`config.mk`:
```
export PLATFORM = sky130hd
export DESIGN_NAME = pipelined_addsub
export DESIGN_NICKNAME = d
export VERILOG_FILES = /design/src/rtl/alu_pkg.sv /design/src/rtl/addsub_slice.sv /design/src/rtl/pipelined_addsub.sv
export SDC_FILE = /design/constraint.sdc
export NUM_CORES = 1
export LEC_CHECK = 0
export CORE_AREA = 5 5 162 125
export CTS_BUF_LIST = sky130_fd_sc_hd__clkbuf_8 sky130_fd_sc_hd__clkbuf_16
export CTS_CLUSTER_SIZE = 16
export DETAILED_ROUTE_END_ITERATION = 10
export DIE_AREA = 0 0 167 130
export MAX_ROUTING_LAYER = met4
export PLACE_DENSITY = 0.74
export SLEW_MARGIN = 20
export SYNTH_ARGS = -nofsm -noshare
export SYNTH_HDL_FRONTEND = slang
export SYNTH_SLANG_ARGS = --single-unit
```
`constraint.sdc`:
```
create_clock -name iClk -period 2.2 [get_ports iClk]
set_clock_uncertainty 0.05 [all_clocks]
set_input_delay 0.44 -clock iClk [delete_from_list [all_inputs] [get_ports iClk]]
set_output_delay 0.44 -clock iClk [all_outputs]
set_load 0.01 [all_outputs]
```
`src/rtl/alu_pkg.sv`:
```
// Shared ALU opcode constants and the signed-overflow helper used by the
// add/subtract datapath.
package alu_pkg;

  localparam logic OP_ADD = 1'b0;
  localparam logic OP_SUB = 1'b1;

  // Two's-complement overflow: like-signed operands producing a result of the other sign.
  function automatic logic signed_ovf(input logic a_sign, input logic b_sign, input logic r_sign);
    return (a_sign == b_sign) && (r_sign != a_sign);
  endfunction

endpackage

```
`src/rtl/addsub_slice.sv`:
```
// One registered CW-bit slice of the carry chain: sums its operand chunks
// plus the incoming carry and registers sum, carry-out and beat valid.
module addsub_slice
  import alu_pkg::*;
#(
  parameter int CW = 8
) (
  input  logic          clk_i,
  input  logic          rst_ni,
  input  logic          en_i,
  input  logic          valid_i,
  input  logic [CW-1:0] a_i,
  input  logic [CW-1:0] b_i,
  input  logic          cin_i,
  output logic [CW-1:0] sum_o,
  output logic          cout_o,
  output logic          valid_o
);

  logic [CW:0]   total_d;
  logic [CW-1:0] sum_q;
  logic          cout_q;
  logic          valid_q;

  assign total_d = {1'b0, a_i} + {1'b0, b_i} + {{CW{1'b0}}, cin_i};

  always_ff @(posedge clk_i or negedge rst_ni) begin
    if (!rst_ni) begin
      sum_q   <= '0;
      cout_q  <= 1'b0;
      valid_q <= 1'b0;
    end else if (en_i) begin
      sum_q   <= total_d[CW-1:0];
      cout_q  <= total_d[CW];
      valid_q <= valid_i;
    end
  end

  assign sum_o   = sum_q;
  assign cout_o  = cout_q;
  assign valid_o = valid_q;

endmodule

```
`src/rtl/pipelined_addsub.sv`:
```
// Pipelined WIDTH-bit add/subtract unit: STAGES registered carry-chain slices
// with operand skew, result deskew, valid/ready handshake and optional saturation.
module pipelined_addsub
  import alu_pkg::*;
#(
  parameter int WIDTH    = 32,
  parameter int STAGES   = 4,
  parameter bit SATURATE = 1'b0
) (
  input  logic             iClk,
  input  logic             iRst_n,
  input  logic             iValid,
  output logic             oReady,
  input  logic [WIDTH-1:0] iData_a,
  input  logic [WIDTH-1:0] iData_b,
  input  logic             iC,
  input  logic             iSub,
  output logic             oValid,
  input  logic             iReady,
  output logic [WIDTH-1:0] oData,
  output logic             oData_C,
  output logic             oOverflow
);

  localparam int CW   = WIDTH / STAGES;
  localparam int LAST = STAGES - 1;

  logic             en;
  // stg_*: what stage k consumes; a_w/b_w/sub_w: the same beat's operands aligned with slice k output
  logic [WIDTH-1:0] stg_a   [STAGES];
  logic [WIDTH-1:0] stg_b   [STAGES];
  logic             stg_sub [STAGES];
  logic             stg_v   [STAGES];
  logic             stg_c   [STAGES];
  logic [WIDTH-1:0] a_w     [STAGES];
  logic [WIDTH-1:0] b_w     [STAGES];
  logic             sub_w   [STAGES];
  logic [CW-1:0]    sum_w   [STAGES];
  logic             cout_w  [STAGES];
  logic             valid_w [STAGES];
  logic [WIDTH-1:0] lo_w    [STAGES];
  logic [WIDTH-1:0] done_w  [STAGES];
  logic [WIDTH-1:0] raw;

  assign en     = !oValid || iReady;
  assign oReady = en;

  for (genvar gi = 0; gi < STAGES; gi++) begin : g_stage
    logic [WIDTH-1:0] op_a_q;
    logic [WIDTH-1:0] op_b_q;
    logic             sub_q;

    if (gi == 0) begin : g_head
      // Subtract is A + ~B + ~borrow_in; the inversion happens once, at entry.
      assign stg_a[gi]   = iData_a;
      assign stg_b[gi]   = (iSub == OP_SUB) ? ~iData_b : iData_b;
      assign stg_sub[gi] = iSub;
      assign stg_v[gi]   = iValid;
      assign stg_c[gi]   = (iSub == OP_SUB) ? ~iC : iC;
      assign lo_w[gi]    = '0;
    end else begin : g_link
      logic [WIDTH-1:0] lo_q;

      assign stg_a[gi]   = a_w[gi-1];
      assign stg_b[gi]   = b_w[gi-1];
      assign stg_sub[gi] = sub_w[gi-1];
      assign stg_v[gi]   = valid_w[gi-1];
      assign stg_c[gi]   = cout_w[gi-1];

      // Completed lower chunks ride alongside the beat until the top chunk is done.
      always_ff @(posedge iClk or negedge iRst_n) begin
        if (!iRst_n) begin
          lo_q <= '0;
        end else if (en) begin
          lo_q <= done_w[gi-1];
        end
      end
      assign lo_w[gi] = lo_q;
    end

    always_ff @(posedge iClk or negedge iRst_n) begin
      if (!iRst_n) begin
        op_a_q <= '0;
        op_b_q <= '0;
        sub_q  <= OP_ADD;
      end else if (en) begin
        op_a_q <= stg_a[gi];
        op_b_q <= stg_b[gi];
        sub_q  <= stg_sub[gi];
      end
    end

    assign a_w[gi]   = op_a_q;
    assign b_w[gi]   = op_b_q;
    assign sub_w[gi] = sub_q;

    addsub_slice #(
      .CW(CW)
    ) u_slice (
      .clk_i  (iClk),
      .rst_ni (iRst_n),
      .en_i   (en),
      .valid_i(stg_v[gi]),
      .a_i    (stg_a[gi][gi*CW +: CW]),
      .b_i    (stg_b[gi][gi*CW +: CW]),
      .cin_i  (stg_c[gi]),
      .sum_o  (sum_w[gi]),
      .cout_o (cout_w[gi]),
      .valid_o(valid_w[gi])
    );

    assign done_w[gi] = lo_w[gi] | (WIDTH'(sum_w[gi]) << (gi * CW));
  end

  assign raw       = done_w[LAST];
  assign oValid    = valid_w[LAST];
  assign oData_C   = (sub_w[LAST] == OP_SUB) ? ~cout_w[LAST] : cout_w[LAST];
  assign oOverflow = signed_ovf(a_w[LAST][WIDTH-1], b_w[LAST][WIDTH-1], raw[WIDTH-1]);

  always_comb begin
    oData = raw;
    if (SATURATE) begin
      if (sub_w[LAST] == OP_ADD && cout_w[LAST]) begin
        oData = '1;
      end else if (sub_w[LAST] == OP_SUB && !cout_w[LAST]) begin
        oData = '0;
      end
    end
  end

endmodule

```
=== After elaboration in Yosys (flattened, before gate mapping) ===
Cells that the tools add are included.

* Register bits: 372
* Bits of input ports: 70
* Output and inout port bits: 36
* Logic and storage cells: 49

* Add/subtract/negate cells: 8
* Equal/unequal tests: 2
* Muxes and demuxes: 3
* Bitwise gates (word level): 6
* Reduce and logical (&&, ||, !) cells: 3

{| class="wikitable"
|+ Operators with widths
! operator !! number
|-
| 8-bit by 8-bit adder with 9-bit output || 4
|-
| 9-bit by 1-bit adder with 9-bit output || 4
|-
| 32-bit two-way mux || 1
|-
| 32-bit NOT || 1
|-
| 32-bit by 24-bit bitwise OR with 32-bit output || 1
|-
| 32-bit bitwise OR || 1
|-
| 8-bit by 16-bit bitwise OR with 16-bit output || 1
|-
| 1-bit two-way mux || 2
|-
| 1-bit NOT || 2
|-
| 1-bit == test || 1
|-
| 1-bit logical AND || 1
|-
| 1-bit zero test || 1
|-
| 1-bit logical OR || 1
|-
| 1-bit inequality test || 1
|}

=== Depth between registers and ports, before layout ===
* Depth in word-level cells: 4
* Mapped depth: 10
* Gate-level depth less buffers: 8

=== Cells and area by module ===
From an unflattened synthesis, not the netlist that was laid out.

* Cell total of the unflattened synthesis: 689
* Area, all modules: 9,439.1 um2

{| class="wikitable"
|+ By module, submodules not included
! module !! times used !! cells each !! area each (um2) !! sequential area each (um2)
|-
| pipelined_addsub || 1 || 383 || 6,466.2 || 3,753.6
|-
| addsub_slice at g_stage[0].u_slice ... || 3 || 77 || 738.2 || 250.2
|-
| addsub_slice at g_stage[2].u_slice || 1 || 75 || 758.2 || 250.2
|}

=== Worst setup path before layout ===
OpenSTA, ideal clock, no wires.

* Path kind: input port to flip-flop
* From: in iSub
* To: reg g_stage[0].u_slice.sum_q[6]
* Setup time: 0.069 ns
* Data arrival time: 2.393 ns
* Required time: 2.081 ns
* Slack: -0.312 ns
* Stages on the path: 10
* Path buffers: 2
* Cell sequence: buf_2 -> buf_2 -> xor2_1 -> fa_1 -> inv_1 -> fa_1 -> nor2b_1 -> o31a_1 -> or3_1 -> nand3_1

* Cells in the longest elaborated chain, start to end: 3
* Elaborated cells between the ends (all ways): 4
* Those cells by class: add/sub: 2; mux: 2

{| class="wikitable"
|+ RTL lines
! what !! line !! RTL
|-
| from (decl) || pipelined_addsub.sv:17 || <nowiki>input logic iSub,</nowiki>
|-
| 32-bit two-way mux || pipelined_addsub.sv:56 || <nowiki>assign stg_b[gi] = (iSub == OP_SUB) ? ~iData_b : iData_b;</nowiki>
|-
| 8-bit by 8-bit adder with 9-bit output || addsub_slice.sv:25 || <nowiki>assign total_d = {1'b0, a_i} + {1'b0, b_i} + {{CW{1'b0}}, cin_i};</nowiki>
|-
| 9-bit by 1-bit adder with 9-bit output (*) || addsub_slice.sv:25 ||
|-
| to (signal assigned) || addsub_slice.sv:33 || <nowiki>sum_q <= total_d[CW-1:0];</nowiki>
|-
| to (decl) || addsub_slice.sv:21 || <nowiki>logic [CW-1:0] sum_q;</nowiki>
|}

Every way passes the cells marked *; elsewhere a longest branch is shown, timed or not.
A chain may end at the register's enable or synchronous reset.

=== Worst setup path in the final report ===
* From: reg g_stage[2].op_a_q[24]
* To: reg g_stage[3].u_slice.cout_q

* Cells in the longest elaborated chain, start to end: 2

{| class="wikitable"
|+ RTL lines
! what !! line !! RTL
|-
| from (decl) || pipelined_addsub.sv:49 || <nowiki>logic [WIDTH-1:0] op_a_q;</nowiki>
|-
| from (signal assigned) || pipelined_addsub.sv:87 || <nowiki>op_a_q <= stg_a[gi];</nowiki>
|-
| 8-bit by 8-bit adder with 9-bit output || addsub_slice.sv:25 ||
|-
| 9-bit by 1-bit adder with 9-bit output || addsub_slice.sv:25 ||
|-
| to (signal assigned) || addsub_slice.sv:34 || <nowiki>cout_q <= total_d[CW];</nowiki>
|-
| to (decl) || addsub_slice.sv:22 || <nowiki>logic cout_q;</nowiki>
|}

No other way between the ends.

==> results.cfg <==
[die]
ioPinCount = 106
core_um2 = 18300
die-area_um2 = 21700
die_y_um = 130
row_count = 43
start_util_pct = 49.3
die_x_um = 167

[setup_path]
worstPathRequired_ns = 2.48
arrival_ns = 2.54
crit_fanout = 2
worstSetupEndpointType = register
worst_setup_path_start_kind = register
slowest_stage = dfrtp_1
path_cells = fa_2 -> fa_2 -> a211oi_4 -> nor2_2 -> o31a_1 -> o31a_1
slowest_delay_ns = 0.41
critical_path_class = reg2reg

[grt]
first_global_vias = 6568
grt_antenna_before_repair = 0
grt-ovfl-total = 0
grt_max_degree = 53
grt_pass1_wl_mm = 32.4
grt_usage_pct = 18.9

[layout]
syn_to_final_growth_pct = 22.9
design_area_um2 = 11100
num_antenna_cells = 0
drive_above_1_share_pct = 10.1
fillers = 1589
mostFrequentLayoutCell = nand2_1
seqCellArea_um2 = 4750
nets = 1196
layout_common_cells = nand2_1 (450), dfrtp_1 (190), clkdlybuf4s50_1 (101)
multi_input_area_um2 = 3880

[synthesis]
ys_warn_count = 0
synthCells = 991
syn_area_um2 = 9040
yosys.area.top_type = dfrtp_1
syn_area_per_cell_um2 = 9.13
synth.net_count = 1097
yosysTopAreaCellShare_pct = 52.6
ys_types = 36
yosys_register_bits = 190
synth-seq-area-share_pct = 52.6
yosys-top-cells-area = dfrtp_1 (53%), nand2_1 (19%), ha_1 (3.9%), o21ai_0 (2.9%), buf_4 (2.7%)

[power_and_ir_drop]
p_leak_nw = 5.37
power_frac_seq_pct = 38.4
power_w = 0.0156
p_sw_share_pct = 37.0
peakVddDrop_v = 0.000583
internal_power_w = 0.00981
net-switching-power_w = 0.00577
power_density_nw_per_um2 = 1400
p_clk_share_pct = 19.9
p_comb_share_pct = 41.7

[routing]
ant_nets = 0
wl_mm = 19.5
wire_per_inst_um = 14.4
drt_first_pass_iters = 4
drtIter0Drc = 568
vias = 6732
via_per_inst = 4.99
route.detailed.drc = 0

[timing]
hold_viol_final = 0
setup_slack_ns = -0.0622
setup_viol = 3
fin_crit_ns = 2.26
fmax_mhz = 442
slew_headroom_pct = 68.3
period_share_pct = 103
rsz0062_at_grt = yes
drv_slew = 0
whs_ns = 0.415
tightest_slew_ns = 0.471

[place]
place.gp.congestion = 0.804
io_buffers = 105
dp.final_hpwl_mm = 13.5
placed_area_um2 = 10400

[clock_network]
path_clk_slew_ns = 0.08
clock_sinks = 190
cts_buffers = 17
worstSkewPairLatency_ns = 0.43
clock_path_buffers = 2
root_buffer = clkbuf_16
cts_tree = built
h-tree-depth = 4

[run_status]
violations = negative setup slack
status = finished, violations left

[hold_path]
hold_class = reg2reg

[job]
cap_violations = 0
power groups by stage:
stage / clock network, W / registers [W] / logic [W]
floorplan: 0 / 0.00577 / 0.00459
global placement: 0 / 0.00600 / 0.00606
detailed placement: 0 / 0.00604 / 0.00627
CTS: 0.00318 / 0.00599 / 0.00641
global route: 0.00330 / 0.00618 / 0.00729
finish: 0.00310 / 0.00598 / 0.00650
kinds of logic (layout without fill, tap and decap cells):
| kind of cell | after synthesis | after routing | share of synthesized area [%] |
|---|---|---|---|
| buffers and inverters | 84 | 196 | 5.35 |
| and+or+nand+nor | 521 | 521 | 23.7 |
| AOI/OAI and AO/OA | 119 | 119 | 8.73 |
| muxes | 3 | 3 | 0.332 |
| DFF | 190 | 190 | 52.6 |
| adders and majority gates | 36 | 36 | 5.64 |
| xor gates and xnor gates | 38 | 38 | 3.68 |
layout make-up:
class                   instances  share of cell area (%)
multi-input cells             717                    34.9
clock buffers                  18                    3.95
flip-flops and latches        190                    42.8
well taps                     247                    2.78
clock inverters                14                    1.32
inverters                       4                   0.158
repair buffers                160                    14.1
synth_stat cells, drive strengths merged:
library cell	number
o21bai	3
clkbuf	16
dfrtp	190
nor2	11
nor3b	18
nor4	1
fa	8
o21a	6
xnor2	27
nand2b	7
o22a	3
mux2i	3
or3	6
nor4b	7
a21o	8
xor2	11
nor3	9
ha	28
nand2	450
a221oi	4
nand3b	5
o31ai	8
a211o	1
a21oi	3
nor2b	2
a211oi	22
o31a	7
buf	64
inv	4
o21ai	53
nand3	5
a221o	1
worst paths after layout:
check	start	endpoint	slack, ns	cells after the start
worst max-delay path	g_stage[2].op_a_q[24]	g_stage[3].u_slice.cout_o	-0.06	6
worst min-delay path	g_stage[0].u_slice.valid_o	g_stage[0].u_slice.valid_o	0.41	2
worst max register to register	g_stage[2].op_a_q[24]	g_stage[3].u_slice.cout_o	-0.06	6
worst min register to register	g_stage[0].u_slice.valid_o	g_stage[0].u_slice.valid_o	0.41	2
max in group asynchronous	iRst_n	g_stage[3].g_link.lo_q[16]	0.96	3
min in group asynchronous	iRst_n	g_stage[3].g_link.lo_q[3]	0.48	2
routing by layer:
metal / up-vias / part of all wire [%] / track usage (%)
met4: 0 / 1.4 / 4.76
met1: 3220 / 50 / 26.2
met3: 18 / 3.8 / 4.60
met5: - / 0 / -
met2: 104 / 45 / 28.4
li1: 3390 / - / -
sequential cells by signal, summed over array words and instances (netlist names):
name and flops:
g_stage.op_a_q 49, g_stage.op_b_q 49, g_stage.g_link.lo_q 48, g_stage.u_slice.sum_o 32, g_stage.sub_q 4, g_stage.u_slice.cout_o 4, g_stage.u_slice.valid_o 4
stage by stage:
step / std cells / utilization [%] / setup WS [ns] / setup TNS [ns]
final: 1350 / 60.6 / -0.0622 / -0.0954
after global routing: 1350 / 60.6 / -0.164 / -0.576
after CTS: 1348 / 60.3 / -0.0267 / -0.0559
after detailed placement: 1311 / 56.8 / -0.500 / -2.87
after global placement: 1311 / 56.8 / -0.455 / -2.34
after floorplan: 991 / - / -0.133 / -0.258
worst max-delay path, delay by kind of cell (launching register included):
family,cells,cell delay (ns)
flip-flops,1,0.41
adder cells (fa/ha/maj),2,0.81
AND/OR/NAND/NOR,1,0.08
AO/OA/AOI/OAI,3,0.80
repair_timing:
item / 4_1_cts / 5_1_grt
endpoints found under the hold margin: 47 / 0
resized for setup: 3 / 10
buffers inserted: 4 / 2
pin swaps: 4 / 8
hold buffers: 1 / 0
endpoints found under the setup margin: 7 / 12
cloned: 0 / 0
No activity file was read; power rests on OpenSTA's default activity.
